`config.mk`:
```
export PLATFORM = sky130hd
export DESIGN_NAME = uart_tx_dev
export DESIGN_NICKNAME = d
export VERILOG_FILES = /design/src/rtl/uart_pkg.sv /design/src/rtl/uart_tx_fifo.sv /design/src/rtl/uart_tx_dev.sv
export SDC_FILE = /design/constraint.sdc
export NUM_CORES = 1
export LEC_CHECK = 0
export CAP_MARGIN = 40
export CORE_AREA = 2 2 134 136
export CTS_CLUSTER_DIAMETER = 50
export CTS_CLUSTER_SIZE = 20
export DETAILED_ROUTE_END_ITERATION = 7
export DIE_AREA = 0 0 136 138
export MAX_ROUTING_LAYER = met4
export PLACE_DENSITY = 0.83
export SYNTH_ARGS = -nofsm -noshare
export SYNTH_HDL_FRONTEND = slang
export SYNTH_SLANG_ARGS = --single-unit
export TNS_END_PERCENT = 1
```
`constraint.sdc`:
```
create_clock -name clk_i -period 3.4 [get_ports clk_i]
set_input_delay 0.85 -clock clk_i [delete_from_list [all_inputs] [get_ports clk_i]]
set_output_delay 0.85 -clock clk_i [all_outputs]
set_load 0.005 [all_outputs]
```
`src/rtl/uart_pkg.sv`:
```
// Shared definitions for the UART transmitter device: register offsets,
// STATUS bit positions and the transmit FSM state type.
package uart_pkg;

    localparam logic [9:0] OffTxData  = 10'h000;
    localparam logic [9:0] OffStatus  = 10'h004;
    localparam logic [9:0] OffBaudDiv = 10'h008;
    localparam logic [9:0] OffCtrl    = 10'h00C;

    localparam int StatFullBit  = 0;
    localparam int StatEmptyBit = 1;
    localparam int StatBusyBit  = 2;
    localparam int StatOvfBit   = 3;

    typedef enum logic [1:0] {
        IDLE  = 2'd0,
        START = 2'd1,
        DATA  = 2'd2,
        STOP  = 2'd3
    } tx_state_e;

endpackage

```
`src/rtl/uart_tx_fifo.sv`:
```
// Synchronous FIFO with a power-of-two depth; a push into a full FIFO is
// accepted when a pop happens in the same cycle.
module uart_tx_fifo #(
    parameter int Width = 8,
    parameter int Depth = 16
) (
    input  logic                     clk_i,
    input  logic                     rst_ni,
    input  logic                     push_i,
    input  logic [Width-1:0]         wdata_i,
    input  logic                     pop_i,
    output logic [Width-1:0]         rdata_o,
    output logic                     full_o,
    output logic                     empty_o,
    output logic [$clog2(Depth):0]   level_o
);
    localparam int AddrW = $clog2(Depth);

    logic [Width-1:0] mem_q [Depth];
    logic [AddrW-1:0] wptr_q, rptr_q;
    logic [AddrW:0]   level_q;
    logic             do_push, do_pop;

    assign empty_o = (level_q == '0);
    assign full_o  = (level_q == (AddrW + 1)'(Depth));
    assign level_o = level_q;
    assign rdata_o = mem_q[rptr_q];
    assign do_pop  = pop_i & ~empty_o;
    assign do_push = push_i & (~full_o | do_pop);

    always_ff @(posedge clk_i) begin
        if (do_push) begin
            mem_q[wptr_q] <= wdata_i;
        end
    end

    // Pointers wrap naturally in AddrW bits because Depth is a power of two.
    always_ff @(posedge clk_i or negedge rst_ni) begin
        if (!rst_ni) begin
            wptr_q  <= '0;
            rptr_q  <= '0;
            level_q <= '0;
        end else begin
            if (do_push) begin
                wptr_q <= wptr_q + 1'b1;
            end
            if (do_pop) begin
                rptr_q <= rptr_q + 1'b1;
            end
            case ({do_push, do_pop})
                2'b10:   level_q <= level_q + 1'b1;
                2'b01:   level_q <= level_q - 1'b1;
                default: level_q <= level_q;
            endcase
        end
    end

endmodule

```
`src/rtl/uart_tx_dev.sv`:
```
// Memory-mapped 8N1 UART transmitter: bus register file, baud counter and
// shift FSM draining a TX FIFO onto tx_o.
module uart_tx_dev
    import uart_pkg::*;
#(
    parameter int          DataWidth      = 32,
    parameter int          AddressWidth   = 32,
    parameter int          FifoDepth      = 16,
    parameter logic [15:0] DefaultBaudDiv = 16'd87
) (
    input  logic                    clk_i,
    input  logic                    rst_ni,
    input  logic                    dev_req_i,
    input  logic                    dev_we_i,
    input  logic [3:0]              dev_be_i,
    input  logic [AddressWidth-1:0] dev_addr_i,
    input  logic [DataWidth-1:0]    dev_wdata_i,
    output logic                    dev_rvalid_o,
    output logic [DataWidth-1:0]    dev_rdata_o,
    output logic                    dev_err_o,
    output logic                    tx_o,
    output logic                    tx_intr_o
);
    localparam int LevelW = $clog2(FifoDepth) + 1;

    logic [9:0]           offset;
    logic                 addr_ok, bus_wr, bus_rd;
    logic                 fifo_push, fifo_pop, fifo_full, fifo_empty;
    logic [7:0]           fifo_rdata;
    logic [LevelW-1:0]    fifo_level;

    logic                 rvalid_q, err_q, ovf_q, intr_q;
    logic [DataWidth-1:0] rdata_q, read_d;
    logic [15:0]          baud_q;
    logic [1:0]           ctrl_q;

    tx_state_e            state_q, state_d;
    logic [15:0]          cnt_q, reload;
    logic [2:0]           bit_q;
    logic [7:0]           shift_q;
    logic                 bit_end, can_start, cnt_load, tx_d;

    logic                 unused_bits;
    assign unused_bits = ^{dev_addr_i[AddressWidth-1:10], dev_wdata_i[DataWidth-1:16], dev_be_i[3:2]};

    assign offset    = dev_addr_i[9:0];
    assign addr_ok   = offset inside {OffTxData, OffStatus, OffBaudDiv, OffCtrl};
    assign bus_wr    = dev_req_i & dev_we_i;
    assign bus_rd    = dev_req_i & ~dev_we_i;
    assign fifo_push = bus_wr & (offset == OffTxData) & dev_be_i[0];

    uart_tx_fifo #(
        .Width (8),
        .Depth (FifoDepth)
    ) u_fifo (
        .clk_i   (clk_i),
        .rst_ni  (rst_ni),
        .push_i  (fifo_push),
        .wdata_i (dev_wdata_i[7:0]),
        .pop_i   (fifo_pop),
        .rdata_o (fifo_rdata),
        .full_o  (fifo_full),
        .empty_o (fifo_empty),
        .level_o (fifo_level)
    );

    always_comb begin
        read_d = '0;
        case (offset)
            OffStatus: begin
                read_d[StatFullBit]  = fifo_full;
                read_d[StatEmptyBit] = fifo_empty;
                read_d[StatBusyBit]  = (state_q != IDLE);
                read_d[StatOvfBit]   = ovf_q;
                read_d[15:8]         = 8'(fifo_level);
            end
            OffBaudDiv: read_d[15:0] = baud_q;
            OffCtrl:    read_d[1:0]  = ctrl_q;
            default:    read_d       = '0;
        endcase
    end

    // A push that hits a full FIFO is only lost when no pop frees a slot that cycle.
    always_ff @(posedge clk_i or negedge rst_ni) begin
        if (!rst_ni) begin
            rvalid_q <= 1'b0;
            err_q    <= 1'b0;
            rdata_q  <= '0;
            baud_q   <= DefaultBaudDiv;
            ctrl_q   <= 2'b00;
            ovf_q    <= 1'b0;
            intr_q   <= 1'b0;
        end else begin
            rvalid_q <= dev_req_i;
            err_q    <= dev_req_i & ~addr_ok;
            rdata_q  <= (bus_rd && addr_ok) ? read_d : '0;
            if (bus_wr && offset == OffBaudDiv) begin
                if (dev_be_i[0]) baud_q[7:0]  <= dev_wdata_i[7:0];
                if (dev_be_i[1]) baud_q[15:8] <= dev_wdata_i[15:8];
            end
            if (bus_wr && offset == OffCtrl) begin
                ctrl_q <= dev_wdata_i[1:0];
            end
            if (fifo_push && fifo_full && !fifo_pop) begin
                ovf_q <= 1'b1;
            end else if (bus_wr && offset == OffStatus && dev_wdata_i[StatOvfBit]) begin
                ovf_q <= 1'b0;
            end
            intr_q <= ctrl_q[1] & fifo_empty & (state_q == IDLE);
        end
    end

    assign bit_end   = (cnt_q == 16'd0);
    assign can_start = ctrl_q[0] & ~fifo_empty;
    assign reload    = (baud_q == 16'd0) ? 16'd0 : baud_q - 16'd1;

    always_ff @(posedge clk_i or negedge rst_ni) begin
        if (!rst_ni) begin
            state_q <= IDLE;
        end else begin
            state_q <= state_d;
        end
    end

    always_comb begin
        state_d = state_q;
        case (state_q)
            IDLE:    if (can_start) state_d = START;
            START:   if (bit_end) state_d = DATA;
            DATA:    if (bit_end && bit_q == 3'd7) state_d = STOP;
            STOP:    if (bit_end) state_d = can_start ? START : IDLE;
            default: state_d = IDLE;
        endcase
    end

    // The STOP-to-START pop gives back-to-back frames with no idle cycle.
    always_comb begin
        fifo_pop = 1'b0;
        cnt_load = 1'b0;
        tx_d     = 1'b1;
        case (state_q)
            IDLE: begin
                fifo_pop = can_start;
                cnt_load = can_start;
            end
            START: begin
                tx_d     = 1'b0;
                cnt_load = bit_end;
            end
            DATA: begin
                tx_d     = shift_q[0];
                cnt_load = bit_end;
            end
            STOP: begin
                fifo_pop = bit_end & can_start;
                cnt_load = bit_end & can_start;
            end
            default: tx_d = 1'b1;
        endcase
    end

    always_ff @(posedge clk_i or negedge rst_ni) begin
        if (!rst_ni) begin
            cnt_q   <= 16'd0;
            bit_q   <= 3'd0;
            shift_q <= 8'd0;
        end else begin
            if (cnt_load) begin
                cnt_q <= reload;
            end else if (!bit_end) begin
                cnt_q <= cnt_q - 16'd1;
            end
            if (fifo_pop) begin
                shift_q <= fifo_rdata;
            end else if (state_q == DATA && bit_end) begin
                shift_q <= {1'b0, shift_q[7:1]};
            end
            if (state_q == START) begin
                bit_q <= 3'd0;
            end else if (state_q == DATA && bit_end) begin
                bit_q <= bit_q + 3'd1;
            end
        end
    end

    assign dev_rvalid_o = rvalid_q;
    assign dev_rdata_o  = rdata_q;
    assign dev_err_o    = err_q;
    assign tx_o         = tx_d;
    assign tx_intr_o    = intr_q;

endmodule

```
# Yosys cells after proc, flatten, opt, wreduce, memory -nomap -nowiden
# Memory sizes are Yosys's and may differ from the RTL's.
# Cells that the tools add are included.
# Widths: inputs -> output; s select.
[word_totals] wordCells=105 output_inout_bits=36 latch_bits=0 register_bits=80 inputBits=72 mem_count=1 mem_bits_rw=128 mem_bits_ro=0
[memory_table] memory="u_fifo.mem_q" depth=16 word_bits=8 rd=1 rd_ports_with_merged_regs=0 write_ports=1 line_no="uart_tx_fifo.sv:19" text="logic [Width-1:0] mem_q [Depth];"
[op_classes] muxes=26 reduce_logical=25 eq_ne=15 shift=0 n_lt_le_gt_ge=0 multipliers=0 add_sub_neg=7 div_mod_pow=0 bitwise_logic=16
[op_table] op="$mux 16" count=4
[op_table] op="$logic_not 16->1" count=2
[op_table] op="$sub 16x1->16 const B" count=2
[op_table] op="$eq 10x4->1 const B" count=2
[op_table] op="$mux 8" count=2
[op_table] op="$pmux 8 s2" count=1
[op_table] op="$and 1x1->1" count=11
[op_table] op="$eq 10x3->1 const B" count=1
[op_table] op="$logic_not 10->1" count=1
[op_table] op="$pmux 5 s2" count=1
[op_table] op="$reduce_bool 2->1" count=5
[op_table] op="$logic_and 1x1->1" count=9
[op_table] op="$add 4x1->4 const B" count=2
[op_table] op="$mux 2" count=4
[op_table] op="$ne 2x2->1 const B" count=4
[op_table] op="$pmux 2 s4" count=1
[op_table] op="$eq 2x2->1 const B" count=3
[op_table] op="$mux 3" count=2
[op_table] op="$pmux 2 s3" count=1
[op_table] op="$add 5x1->5 const B" count=1
[op_table] op="$eq 5x5->1 const B" count=1
[op_table] op="$logic_not 5->1" count=1
[op_table] op="$mux 1" count=5
[op_table] op="$sub 5x1->5 const B" count=1
[op_table] op="16 further kinds" count=22

# Logic depth before layout (Yosys ltp)
[depth] word_depth=10 ltp_mapped=14 mapped_depth_nobuf=13

# Cells and area by module
# From an unflattened synthesis, not the netlist that was laid out.
[hier_totals] hier_cells=645 hier_area_um2=9402.8
[modules_own_cells] mod="uart_tx_fifo" seq_area_each_um2=4169.0 cells_per_inst=302 area_each_um2=5748.0 instances=1
[modules_own_cells] mod="uart_tx_dev" seq_area_each_um2=1682.9 cells_per_inst=343 area_each_um2=3654.8 instances=1

# Worst setup path after synthesis
# No wires, ideal clock.
[synth_timing] path_type="reg2reg" start="register cnt_q[0]" end="register u_fifo.level_q[4], in the netlist u_fifo.level_o[4]" stages_incl_launch_ff=15 t_arrival_ps=2994 path_slack_ps=319 n_path_buf=1 t_required_ps=3314 period_less_slack_ps=3081 setup_ps=86 path_cell_list="dfrtp_1 -> inv_1 -> ha_1 -> nor4b_2 -> nand4_2 -> a211oi_2 -> buf_2 -> nand2_1 -> inv_1 -> ha_1 -> nor2b_1 -> o21ai_0 -> a21oi_1 -> and4_2 -> nor3_1"
[synth_via] elab_chain_len=8 word_cells_on_any_way=10
[synth_rtl] item="start: declaration" line_no="uart_tx_dev.sv:38" text="logic [15:0] cnt_q, reload;"
[synth_rtl] item="start signal: assignment" line_no="uart_tx_dev.sv:169" text="cnt_q <= reload;"
[synth_rtl] item="start signal: assignment" line_no="uart_tx_dev.sv:171" text="cnt_q <= cnt_q - 16'd1;"
[synth_rtl] item="$logic_not 16->1 *" line_no="uart_tx_dev.sv:113" text="assign bit_end = (cnt_q == 16'd0);"
[synth_rtl] item="$and 1x1->1 *" line_no="uart_tx_dev.sv:155" text="fifo_pop = bit_end & can_start;"
[synth_rtl] item="$pmux 1 s2 *" line_no="uart_tx_dev.sv:141" text="case (state_q)"
[synth_rtl] item="$and 1x1->1 *" line_no="uart_tx_fifo.sv:28" text="assign do_pop = pop_i & ~empty_o;"
[synth_rtl] item="$or 1x1->1" line_no="uart_tx_fifo.sv:29" text="assign do_push = push_i & (~full_o | do_pop);"
[synth_rtl] item="$and 1x1->1" line_no="uart_tx_fifo.sv:29"
[synth_rtl] item="$eq 2x1->1 / $eq 2x2->1 (equally long branches)" line_no="uart_tx_fifo.sv:50" text="case ({do_push, do_pop})"
[synth_rtl] item="$pmux 5 s2 / $reduce_bool 2->1 (equally long branches)"
[synth_rtl] item="end signal: assignment" line_no="uart_tx_fifo.sv:51" text="2'b10: level_q <= level_q + 1'b1;"
[synth_rtl] item="end signal: assignment" line_no="uart_tx_fifo.sv:52" text="2'b01: level_q <= level_q - 1'b1;"
[synth_rtl] item="end signal: assignment" line_no="uart_tx_fifo.sv:53" text="default: level_q <= level_q;"
[synth_rtl] item="end: declaration" line_no="uart_tx_fifo.sv:21" text="logic [AddrW:0] level_q;"
# Every way passes the cells marked *; elsewhere a longest branch is shown, timed or not.
# A chain may end at the register's enable or synchronous reset.

# Worst setup path after layout
# Ends and elaborated chain as after synthesis.

==> results by stage <==
Route:
- The DRC marker count from the first detailed-route iteration is 542.
- The via total after detailed routing is roughly 5800.
- In the final routed layout, each cell accounts on average for 21.27 um.
- Using the TritonRoute via totals, the vias-per-cell ratio works out to ~6.0.
- The detailed-routing iteration count for the pre-antenna-repair pass is 5.
- In the routed design, unresolved DRC markers number 0.
- The antenna violation net count after detailed routing is 0.
- The final routed wirelength across all metal layers is 20520 um.

GRT:
- The initial antenna violation count came to 0.
- The via count of the first global-routing pass came to 5914.
- Entering global routing, the biggest net connects 71 pins.
- Global routing used ~23% of the available tracks.
- Global routing finished with a remaining overflow of 0.
- The wire length of the first global-routing pass is 32630 um.

Clock tree:
- The clock slew at the register clock pins of the worst setup and hold paths is 0.08 ns.
- The root buffer cell chosen for the clock tree is clkbuf_16.
- The longest clock path from root to sink contains 3 buffers.
- The number of buffers created by CTS is 17.
- The number of buffers inserted by hold repair at cts is 0.
- The tree built by TritonCTS fans out to between 200 and 250 sinks.
- For the worst-skew pair, the clock arrives at the later sink with an insertion delay of 0.49 ns.
- The clock tree from TritonCTS is done.
- CTS built an H-tree with a depth of 1.

Setup path:
- The largest fanout of any net on the critical path is 5.
- The launch point of the critical path is cnt_q[0]$_DFFE_PN0P_.
- The most critical setup path has its endpoint at u_fifo.level_o[4]$_DFFE_PN0P_.
- The classification of the worst setup path is register to register.
- The nature of the critical path endpoint is a register.
- The data required time at the worst endpoint is 3.79 ns.
- The worst register-to-register path ends at u_fifo.level_o[4]$_DFFE_PN0P_.
- The logic depth of the worst register-to-register path is 13.
- The critical path arrival is 3.63 ns.
- STA classifies the critical path startpoint as a register.
- The worst register-to-register path begins at cnt_q[0]$_DFFE_PN0P_.
- The worst register-to-register path has a setup slack of 0.16 ns.

Placed design:
- Routability-driven placement finished with a final weighted congestion of 0.9196.
- Detailed placement finished with a half-perimeter wire length of 13920 um.
- During placement, the flow inserted port buffers numbering a little over 50.
- The instance count after placement with tap cells included is 935.

Power:
- The internal portion of the total power is 4.271 mW.
- The switching power total is 1.580 mW.
- The largest vdd supply drop is 0.3328 mV.
- In this run, flip-flops and latches consume 50.9% of the power.
- The power density relative to cell area is between 500 and 600 mW/mm^2.
- The cell leakage power is 4.253 nW.
- The clock network accounts for 34.2% of the total power.
- The combinational share of power is 14.8%.
- Net switching is 27.01% of the power.

Outcome:
- The run finished with clean final reports.

Yosys:
- The fraction of synthesized cell area taken by the top area cell type is 40.90%.
- Sorting the synthesized cells by area gives the leading types as edfxtp_1 (41%), dfrtp_1 (20%), mux4_2 (7.7%).
- After synthesis, flip-flops and latches occupy between 60% and 70% of the total area.
- The number of distinct library cells after synthesis is 65.
- The synthesized netlist occupies a cell area of 0.009398 sq mm.
- The fraction of registers with async set/reset is between 30% and 40%.
- The cell taking the most area after synthesis is edfxtp_1.
- Each instance of the synthesized netlist takes up on average 14.46 sq um.
- The most used flip-flop cell after synthesis is edfxtp_1.
- The cell count after synthesis is between 600 and 700.
- The number of enable-type register cells in the synthesized netlist is 128.
- The total of flip-flops plus latches after synthesis is between 200 and 250.
- Yosys printed 0 warnings.
- After synthesis, the most frequently instantiated cells are edfxtp_1 (128), dfrtp_1 (75), nand2_1 (46), mux4_2 (32), nor2_1 (29).
- The most frequently used cell type in the post-synthesis netlist is edfxtp_1.

Cells and area:
- The count of inserted antenna diode cells is 0.
- The finished layout holds about 970 standard cells, fillers aside.
- After the last flow step, the layout net total stands at 816.
- The number of inserted filler cells in the final layout is 1173.
- Across the whole layout, storage elements account for roughly 0.0059 sq mm.
- The multi-input combinational cells in the finished layout cover a total of 0.003331 sq mm.
- From synthesis to final layout, the design area changed by 17.43%.
- The fraction of layout cells with a size suffix above 1 is between 10% and 20%.

Timing:
- The count of endpoints failing hold in the final timing report is 0.
- At the pin with the least slew margin, the transition time is between 0.8 and 0.9 ns.
- For this run, the top clock speed supported by timing is 0.3087 GHz.
- Setup repair after global routing left no endpoint under its margin.
- The worst clock skew on the final layout is 0.02335 ns.
- The post-route clock period utilization is 95.26%.
- The clock period could shrink to 3.239 ns.
- The accumulated negative setup slack is 0 ns.
- In this run the tightest slew margin relative to its limit is 45.99%.
- The number of pins exceeding their max-slew limit in the final report is 0.
- The setup violation total in the final timing report is 0.

Floorplan:
- The floorplan step defined a die boundary enclosing 0.01877 sq mm.
- From left edge to right edge, the die measures 136 um.
- The core footprint is 0.01753 sq mm.
- The number of placed I/O pins is ~110.
- The site row count is 49.
- The effective utilization at floorplan is 53.60%.
- The y dimension of the die is 138 um.

Min path:
- The path class of the lowest-slack min-delay path is input port to asynchronous set/reset pin.

Flow run:
- The number of max-cap violations is 0.
-- how the worst min path moves through the flow --
stage | startpoint | endpoint | slack [ns] | cells after the start
floorplan | shift_q[7]$_DFFE_PN0P_ | shift_q[7]$_DFFE_PN0P_ | 0.47 | 2
global placement | shift_q[7]$_DFFE_PN0P_ | shift_q[7]$_DFFE_PN0P_ | 0.49 | 2
detailed placement | ovf_q$_DFFE_PN0P_ | ovf_q$_DFFE_PN0P_ | 0.51 | 2
CTS | rst_ni | ctrl_q[0]$_DFFE_PN0P_ | 0.21 | 1
global route | rst_ni | ctrl_q[0]$_DFFE_PN0P_ | 0.21 | 1
finish | rst_ni | ctrl_q[0]$_DFFE_PN0P_ | 0.22 | 1
-- final cells by class --
cell class | count | area share [%]
well taps | 229 | 2.596
clock inverters | 9 | 1.054
inverters | 17 | 0.5782
multi-input cells | 401 | 30.18
flip-flops and latches | 208 | 53.04
repair buffers | 80 | 8.458
clock buffers | 21 | 4.093
-- power by group through the flow --
stage               Combinational [mW]  Clock [mW]  Sequential (mW)
finish                           0.867        2.00             2.98
global route                     0.949        2.12             3.00
CTS                              0.853        2.03             2.97
detailed placement               0.842           0             3.02
global placement                 0.792           0             3.01
floorplan                        0.607           0             2.97
-- per-stage QoR --
stage               instance area [sq um]  worst slack (ns)  hold WS (ns)  utilization, %  total power [mW]
floorplan                            9454            0.3195        0.4681               -             3.582
global placement                    10430            0.1324        0.4893           59.45             3.798
detailed placement                  10450           0.05714        0.5135           59.61             3.866
CTS                                 11020           0.05178        0.2071           62.85             5.851
global route                        11040           0.05060        0.2129           62.94             6.063
finish                              11040            0.1611        0.2175           62.94             5.852
-- registers in the layout, summed over array words and instances (netlist names) --
register / cells
tx_intr_o: 1
shift_q: 8
dev_rdata_o: 16
state_q: 2
dev_rvalid_o: 1
u_fifo.mem_q: 128
cnt_q: 16
bit_q: 3
ovf_q: 1
u_fifo.wptr_q: 4
u_fifo.rptr_q: 4
baud_q: 16
dev_err_o: 1
ctrl_q: 2
u_fifo.level_o: 5
-- cell usage in the layout, fill, tap and decap left out, drive strengths merged, types with 11 or more instances in the layout --
master         instances
mux2                  19
and2                  12
clkdlybuf4s50         50
and3                  18
mux2i                 14
nor2                  29
ha                    18
mux4                  32
xor2                  16
nor2b                 11
nor3                  13
dfrtp                 75
inv                   23
clkbuf                21
conb                  16
nand2                 46
o21ai                 19
xnor2                 17
a22oi                 23
edfxtp               128
buf                   30
-- cell families (layout without fill, tap and decap cells) --
group,count (synthesis),after routing,synth area share (%)
and+or+nand+nor,182,182,10.60
other,1,16,0.03990
AOI/OAI and AO/OA,86,86,6.684
muxes,65,65,11.61
adders and majority gates,19,19,2.610
xor gates and xnor gates,33,33,3.075
buffers and inverters,56,127,3.115
DFF,208,208,62.27
-- critical path, cell delays in order (launching register included) --
cell and delay [ns]:
dfrtp_1 0.43, inv_1 0.13, ha_1 0.20, nor4b_4 0.28, nand4_2 0.24, a211oi_2 0.37
nand2_1 0.14, inv_1 0.13, ha_1 0.27, nor2b_1 0.15, o21ai_1 0.24, a21oi_1 0.17
and4_2 0.28, nor3_1 0.12
-- timing repair --
| item | in CTS | in global routing |
|---|---|---|
| buffers inserted | 0 | 0 |
| setup endpoints to repair | 0 | 1 |
| gates resized for setup | 0 | 3 |
-- routing by layer --
| layer | share of wire, % | routed length, um | GRT usage [%] | up-vias |
|---|---|---|---|---|
| met1 | 39 | 8011 | 29.74 | 2918 |
| met2 | 53 | 10820 | 38.51 | 242 |
| met3 | 5.1 | 1052 | 2.860 | 51 |
| met5 | 0 | 0 | - | - |
| li1 | - | - | - | 2607 |
| met4 | 3.1 | 637 | 7.292 | 0 |
No activity file was read; power rests on OpenSTA's default activity.
